--- src/rtl/telemetry_rs232_tx.sv ---
// rtl/telemetry_rs232_tx.sv - UART 8N1 telemetry packet transmitter (attitude and height)
module telemetry_rs232_tx #(
  parameter int          CLK_FREQ   = 50000000,
  parameter int          BAUD       = 115200,
  parameter int          BIT_CYCLES = CLK_FREQ / BAUD,
  parameter logic [7:0]  START_BYTE = 8'h0A,
  parameter logic [7:0]  STOP_BYTE  = 8'h08
) (
  input  logic        clk,
  input  logic        rst_n,
  input  logic        send,
  input  logic [15:0] cur_height,
  input  logic [15:0] cur_pitch,
  input  logic [15:0] cur_roll,
  input  logic [15:0] cur_yaw,
  output logic        busy,
  output logic        done,
  output logic        TxD
);

  localparam int CNT_W = (BIT_CYCLES > 1) ? $clog2(BIT_CYCLES) : 1;
  localparam logic [CNT_W-1:0] BAUD_LAST = CNT_W'(BIT_CYCLES - 1);
  localparam logic [3:0] LAST_BYTE = 4'd10;

  typedef enum logic [1:0] {
    IDLE,
    START,
    DATA,
    STOP
  } state_t;

  state_t           state;
  logic [CNT_W-1:0] baud_cnt;
  logic [2:0]       bit_idx;
  logic [3:0]       byte_idx;
  logic [7:0]       shreg;
  logic [7:0]       chk;
  logic [15:0]      snap_height;
  logic [15:0]      snap_pitch;
  logic [15:0]      snap_roll;
  logic [15:0]      snap_yaw;

  logic [3:0]       next_idx;
  logic [7:0]       next_byte;
  logic             bit_end;

  assign next_idx = byte_idx + 4'd1;
  assign bit_end  = (baud_cnt == BAUD_LAST);

  // Select the byte that follows the current one; the checksum slot reads the
  // accumulator, which already holds the XOR of all eight payload bytes by then.
  always_comb begin
    next_byte = STOP_BYTE;
    case (next_idx)
      4'd1:    next_byte = snap_height[15:8];
      4'd2:    next_byte = snap_height[7:0];
      4'd3:    next_byte = snap_pitch[15:8];
      4'd4:    next_byte = snap_pitch[7:0];
      4'd5:    next_byte = snap_roll[15:8];
      4'd6:    next_byte = snap_roll[7:0];
      4'd7:    next_byte = snap_yaw[15:8];
      4'd8:    next_byte = snap_yaw[7:0];
      4'd9:    next_byte = chk;
      default: next_byte = STOP_BYTE;
    endcase
  end

  // Packet FSM: snapshot on accept, then start/data/stop per byte with no gaps.
  always_ff @(posedge clk) begin
    if (!rst_n) begin
      state       <= IDLE;
      baud_cnt    <= '0;
      bit_idx     <= 3'd0;
      byte_idx    <= 4'd0;
      shreg       <= 8'h00;
      chk         <= 8'h00;
      snap_height <= 16'h0000;
      snap_pitch  <= 16'h0000;
      snap_roll   <= 16'h0000;
      snap_yaw    <= 16'h0000;
      busy        <= 1'b0;
      done        <= 1'b0;
      TxD         <= 1'b1;
    end else begin
      done <= 1'b0;
      case (state)
        IDLE: begin
          if (send) begin
            snap_height <= cur_height;
            snap_pitch  <= cur_pitch;
            snap_roll   <= cur_roll;
            snap_yaw    <= cur_yaw;
            chk         <= 8'h00;
            shreg       <= START_BYTE;
            byte_idx    <= 4'd0;
            bit_idx     <= 3'd0;
            baud_cnt    <= '0;
            TxD         <= 1'b0;
            busy        <= 1'b1;
            state       <= START;
          end
        end
        START: begin
          if (bit_end) begin
            baud_cnt <= '0;
            TxD      <= shreg[0];
            shreg    <= {1'b0, shreg[7:1]};
            bit_idx  <= 3'd0;
            state    <= DATA;
          end else begin
            baud_cnt <= baud_cnt + 1'b1;
          end
        end
        DATA: begin
          if (bit_end) begin
            baud_cnt <= '0;
            if (bit_idx == 3'd7) begin
              TxD   <= 1'b1;
              state <= STOP;
            end else begin
              TxD     <= shreg[0];
              shreg   <= {1'b0, shreg[7:1]};
              bit_idx <= bit_idx + 3'd1;
            end
          end else begin
            baud_cnt <= baud_cnt + 1'b1;
          end
        end
        STOP: begin
          if (bit_end) begin
            baud_cnt <= '0;
            if (byte_idx < LAST_BYTE) begin
              byte_idx <= next_idx;
              shreg    <= next_byte;
              if (next_idx <= 4'd8) begin
                chk <= chk ^ next_byte;
              end
              TxD      <= 1'b0;
              state    <= START;
            end else begin
              byte_idx <= 4'd0;
              busy     <= 1'b0;
              done     <= 1'b1;
              state    <= IDLE;
            end
          end else begin
            baud_cnt <= baud_cnt + 1'b1;
          end
        end
        default: state <= IDLE;
      endcase
    end
  end

endmodule

--- config.mk ---
export PLATFORM = sky130hd
export DESIGN_NAME = telemetry_rs232_tx
export DESIGN_NICKNAME = d
export VERILOG_FILES = /design/src/rtl/telemetry_rs232_tx.sv
export SDC_FILE = /design/constraint.sdc
export NUM_CORES = 1
export LEC_CHECK = 0
export CORE_ASPECT_RATIO = 0.75
export CORE_MARGIN = 1.5
export CORE_UTILIZATION = 28
export DETAILED_ROUTE_END_ITERATION = 8
export SETUP_SLACK_MARGIN = 0.02
export SLEW_MARGIN = 5
export SYNTH_ARGS = -nofsm -noshare
export SYNTH_HDL_FRONTEND = slang
export SYNTH_SLANG_ARGS = --single-unit
export TNS_END_PERCENT = 5
--- constraint.sdc ---
create_clock -name clk -period 3.1 [get_ports clk]
set_clock_uncertainty 0.05 [all_clocks]
set_input_delay 0.93 -clock clk [delete_from_list [all_inputs] [get_ports clk]]
set_output_delay 0.93 -clock clk [all_outputs]
set_load 0.005 [all_outputs]
Yosys cells after proc, flatten, opt, wreduce, memory -nomap -nowiden
Cells that the tools add are included.
{"block": "word_totals", "word_cells": 99, "out_inout_bits": 3, "ram_bits": 0, "inputBits": 67, "ff_bits": 101, "romBits": 0, "n_memories": 0, "latchBits": 0}
{"block": "op_classes", "n_eq_ne": 23, "bitwise_logic": 1, "div_mod_pow": 0, "addsub": 3, "reduce_logical": 13, "n_lt_le_gt_ge": 2, "shifts": 0, "mul": 0, "muxes": 44}
{"op": "8-bit 2-to-1 mux", "count": 10}
{"op": "8-bit one-hot mux with 9 select lines", "count": 1}
{"op": "8-bit one-hot mux with 4 select lines", "count": 1}
{"op": "5-bit AND reduction", "count": 4}
{"op": "9-bit 2-to-1 mux", "count": 2}
{"op": "2-bit inequality test, second input constant", "count": 9}
{"op": "9-bit one-hot mux with 2 select lines", "count": 1}
{"op": "4-bit by 3-bit equality test with 1-bit output, second input constant", "count": 4}
{"op": "8-bit one-hot mux with 2 select lines", "count": 1}
{"op": "3-bit 2-to-1 mux", "count": 4}
{"op": "4-bit 2-to-1 mux", "count": 3}
{"op": "1-bit 2-to-1 mux", "count": 11}
{"op": "2-bit 2-to-1 mux", "count": 5}
{"op": "9-bit by 1-bit adder with 9-bit output, second input constant", "count": 1}
{"op": "9-bit equality test, second input constant", "count": 1}
{"op": "3-bit one-hot mux with 3 select lines", "count": 1}
{"op": "4-bit by 2-bit equality test with 1-bit output, second input constant", "count": 2}
{"op": "4-bit equality test, second input constant", "count": 2}
{"op": "2-bit one-hot mux with 4 select lines", "count": 1}
{"op": "4-bit one-hot mux with 2 select lines", "count": 1}
{"op": "8-bit bitwise XOR", "count": 1}
{"op": "3-bit AND reduction", "count": 2}
{"op": "6-bit AND reduction", "count": 1}
{"op": "4-bit by 1-bit adder with 4-bit output, second input constant", "count": 1}
{"op": "other kinds (15)", "count": 16}

Logic depth before layout (Yosys ltp)
{"block": "logic_depth", "ltp_word": 8, "depth_mapped": 12, "ltp_nobuf": 8}

Worst setup path after synthesis
OpenSTA, ideal clock, no wires.
{"block": "synth_path", "path_type": "reg2reg", "from": "register byte_idx[1]", "to": "register shreg[0]", "path_stages_with_launch": 11, "synth_period_minus_slack_ns": 2.548, "t_required_ns": 2.920, "slack_ns": 0.552, "arrival_ns": 2.367, "setup_ns": 0.130, "path_buffers": 2, "cell_sequence": "dfxtp_1 clkbuf_1 inv_1 ha_1 clkbuf_1 or3b_2 o22ai_1 a2111o_1 nor4_1 a21boi_0 o22ai_1"}
{"block": "synth_between", "elab_chain_len": 6, "elab_cells_between_ends": 17, "cone_classes": "add/sub (1); order compare (1); eq/ne (10); mux (4); reduce/logical (1)"}
{"item": "from (decl)", "line": "35", "text": "logic [3:0] byte_idx;"}
{"item": "from (signal assigned)", "line": "133", "text": "byte_idx <= next_idx;"}
{"item": "4-bit by 1-bit adder with 4-bit output", "line": "47", "text": "assign next_idx = byte_idx + 4'd1;"}
{"item": "4-bit equality test, or another cell as far along", "line": "54", "text": "case (next_idx)"}
{"item": "8-bit one-hot mux with 9 select lines", "line": "54"}
{"item": "8-bit 2-to-1 mux", "line": "132", "text": "if (byte_idx < LAST_BYTE) begin"}
{"item": "8-bit 2-to-1 mux", "line": "130", "text": "if (bit_end) begin"}
{"item": "8-bit one-hot mux with 4 select lines", "line": "86", "text": "case (state)"}
{"item": "to (signal assigned)", "line": "107", "text": "shreg <= {1'b0, shreg[7:1]};"}
{"item": "to (signal assigned)", "line": "122", "text": "shreg <= {1'b0, shreg[7:1]};"}
{"item": "to (signal assigned)", "line": "134", "text": "shreg <= next_byte;"}
{"item": "to (decl)", "line": "36", "text": "logic [7:0] shreg;"}
Parallel ways exist; a longest one is shown, timed or not. The select of a mux whose other input is x is not followed.
A chain may end at the register's enable or synchronous reset.

Final worst setup path
{"block": "layout_path", "from": "register byte_idx[0]", "to": "register chk[4]"}
{"block": "layout_between", "elab_chain_len": 8, "elab_cells_between_ends": 21, "cone_classes": "add/sub (1); order compare (2); eq/ne (11); mux (5); bitwise (1); reduce/logical (1)"}
{"item": "4-bit by 1-bit adder with 4-bit output", "line": "47"}
{"item": "4-bit equality test, or another cell as far along", "line": "54"}
{"item": "8-bit one-hot mux with 9 select lines", "line": "54"}
{"item": "8-bit bitwise XOR", "line": "136", "text": "chk <= chk ^ next_byte;"}
{"item": "8-bit 2-to-1 mux", "line": "135", "text": "if (next_idx <= 4'd8) begin"}
{"item": "8-bit 2-to-1 mux", "line": "132"}
{"item": "8-bit 2-to-1 mux", "line": "130"}
{"item": "8-bit one-hot mux with 2 select lines", "line": "86"}
{"item": "to (signal assigned)", "line": "136"}
{"item": "to (decl)", "line": "37", "text": "logic [7:0] chk;"}
Parallel ways exist; a longest one is shown, timed or not. The select of a mux whose other input is x is not followed.

==> metrics.cfg <==
[floorplan]
initial_utilization_pct=28.9
chipHeight_um=126
pin_count=70
fp.dieArea_mm2=0.0211
die_w_um=167
core_mm2=0.0196
rows=44

[cts]
cts_root_buf=clkbuf_16
postCtsSetupBuffers=0
clk_pin_slew_worst_paths_ns=0.08
cts_max_path_buffers=2
cts_hold_buffers=0
htreeDepth=3
cts_tree=yes
clock_sinks=101
clock_latency_ns=0.37
cts_buffers=9
ctsResizeCount=0

[logic_synthesis]
yosys_warnings=0
synth_top_area_share_pct=35.7
ys_top_cells_by_area=dfxtp_1 (36%), nand2_1 (11%), a21oi_1 (9.3%), mux2i_1 (3.7%), ha_1 (2.9%)
yosysTopAreaCell=dfxtp_1
synth_cells=744
synth-seq-area-share_pct=35.7
synth_edf_count=0
syn_nets=824
async_flop_share_pct=0
ys_ff_latch=101
avgSynthCellArea_um2=7.62
syn-cell-area_mm2=0.00567
synth_cell_types=69
ys.flop_type=dfxtp_1

[timing]
final-max-slew-violation-count=0
finalSetupTns_ns=0
period_needed_ns=2.82
max_clock_freq_mhz=355
period_share_pct=90.9
setup_viol=0
hold_viol_final=0
max_slew_margin_pct=52.7
holdWs_ns=0.410
rsz0062_at_grt=false
worstMarginPinSlew_ns=0.708

[finish]
multi_input_area_mm2=0.00338
diodes=0
seq_area_mm2=0.00202
final_layout_size_suffix_gt1_share_pct=9.28
fillers=2086
final_core_util_pct=36.1
area_growth_pct=24.8
layout.nets=883

[global_routing]
track_usage_pct=17.7
grt_pass1_wl_um=29300
gr-total-overflow=0
grt_max_degree=65
grt_pass1_vias=5347
antenna_found_initial=0

[worst_setup_path]
cpLargestDelayFamily=simple AND/OR/NAND/NOR gates
cp.arrival_ns=3.01
startpoint_type=register
crit_slowest_cell=nor4_1
worstPathMaxFanout=12
crit_type=reg2reg
cp-end-kind=register
critPathBufInv=2
crit_chain=inv_1, ha_1, buf_4, a22o_1, a222oi_1, nor2_1, nor4_1, or3_1, a21oi_1
slowest_delay_ns=0.58
worst_ep_required_time_ns=3.29

[detailed_routing]
drt_iter0_markers=599
top_layer_used=met4
wl_met1_um=9500
wl_met3_um=1420
route.met2.wl_um=7050
vias=5704
drtAntennaViolNets=0
wl_per_cell_um=17.2
avgViaCountPerCell=5.38
drt_wl_total_um=18200
dr.pass1.iters=8
drc=0

[pwr]
p_leak_nw=2.50
power_density_mw_per_mm2=625
ir_drop_mv=0.332

[place]
globalplace.congestion=0.893
io_buffer_count=69
post-dp-hpwl_um=13700

[flow_run]
max_cap_violations=0

[outcome]
status=complete, no violations

[worst_hold_path]
hp-class=reg2reg

layer usage:
layer / up-vias / track usage [%]
li1: 2787 / -
met1: 2700 / 26.7
met2: 197 / 24.2
met3: 20 / 5.22
met4: 0 / 3.97
met5: - / 0
layout by cell type (no fill, tap or decap), drive strengths merged, types with 8 or more instances in the layout:
cell,instances
or3,11
mux2i,21
nor3,10
clkbuf,9
ha,13
o21ai,26
clkdlybuf4s50,69
nor2b,9
dfxtp,101
buf,34
nand2b,10
a22oi,9
nand4,8
nor2,37
nand3b,14
nand3,18
a21oi,105
inv,14
nand2,161
where the power goes:
group | switching [mW] | internal (mW) | total [mW]
clock network | 0.563 | 0.564 | 1.13
logic | 0.916 | 0.627 | 1.54
registers | 0.226 | 1.52 | 1.75
sequential cells by signal, indices dropped and copies added, names as in the netlist:
signal and cells:
baud_cnt 9, snap_roll 16, bit_idx 3, busy 1, TxD 1, done 1
byte_idx 4, snap_yaw 16, snap_height 16, snap_pitch 16, chk 8, state 2
shreg 8
stage by stage:
stage	total power, mW	instance area, µm²	setup slack [ns]	instances
floorplan	2.80	5670	0.552	744
global placement	3.29	6780	0.295	1045
detailed placement	3.31	6780	0.295	1045
CTS	4.44	7070	0.331	1061
global route	4.72	7070	0.120	1061
finish	4.42	7070	0.282	1061
path summary, 6_finish.rpt:
check	from	endpoint	slack [ns]	cells past startpoint
setup / recovery	byte_idx[0]	chk[4]	0.28	9
hold / removal	shreg[7]	shreg[7]	0.41	2
setup reg to reg	byte_idx[0]	chk[4]	0.28	9
hold reg to reg	shreg[7]	shreg[7]	0.41	2
Yosys cell counts (11+ instances only):
master    number
buf_2         14
nand2_1      161
mux2i_1       21
nand3_1       18
dfxtp_1      101
nand3b_1      14
o21ai_0       16
a21oi_1      105
ha_1          13
nor2_1        35
inv_1         11
clkbuf_1      34
worst register-to-register path, cell delays in order, from the launching register on:
cell and delay (ns):
dfxtp_1 0.41, inv_1 0.11, ha_1 0.37, buf_4 0.26, a22o_1 0.24, a222oi_1 0.33, nor2_1 0.10, nor4_1 0.58
or3_1 0.20, a21oi_1 0.06
final cells by class:
cell class / count / area share, %
timing repair buffer: 103 / 14.4
tap: 253 / 4.48
clock buffer: 9 / 3.18
clock inverter: 7 / 0.955
inverter: 11 / 0.584
sequential: 101 / 28.6
multi-input combinational: 577 / 47.8
logic make-up (layout without fill, tap and decap cells):
group                    Yosys count  in the layout  synth area share [%]
AND/OR/NAND/NOR                  324            324                  28.0
AO/OA/AOI/OAI                    214            214                  23.9
XOR/XNOR                           1              1                 0.155
adder cells (fa/ha/maj)           13             13                  2.87
multiplexers                      25             25                  4.50
flip-flops                       101            101                  35.7
buffers and inverters             66            130                  4.81
(Power assumes the default switching activity.)
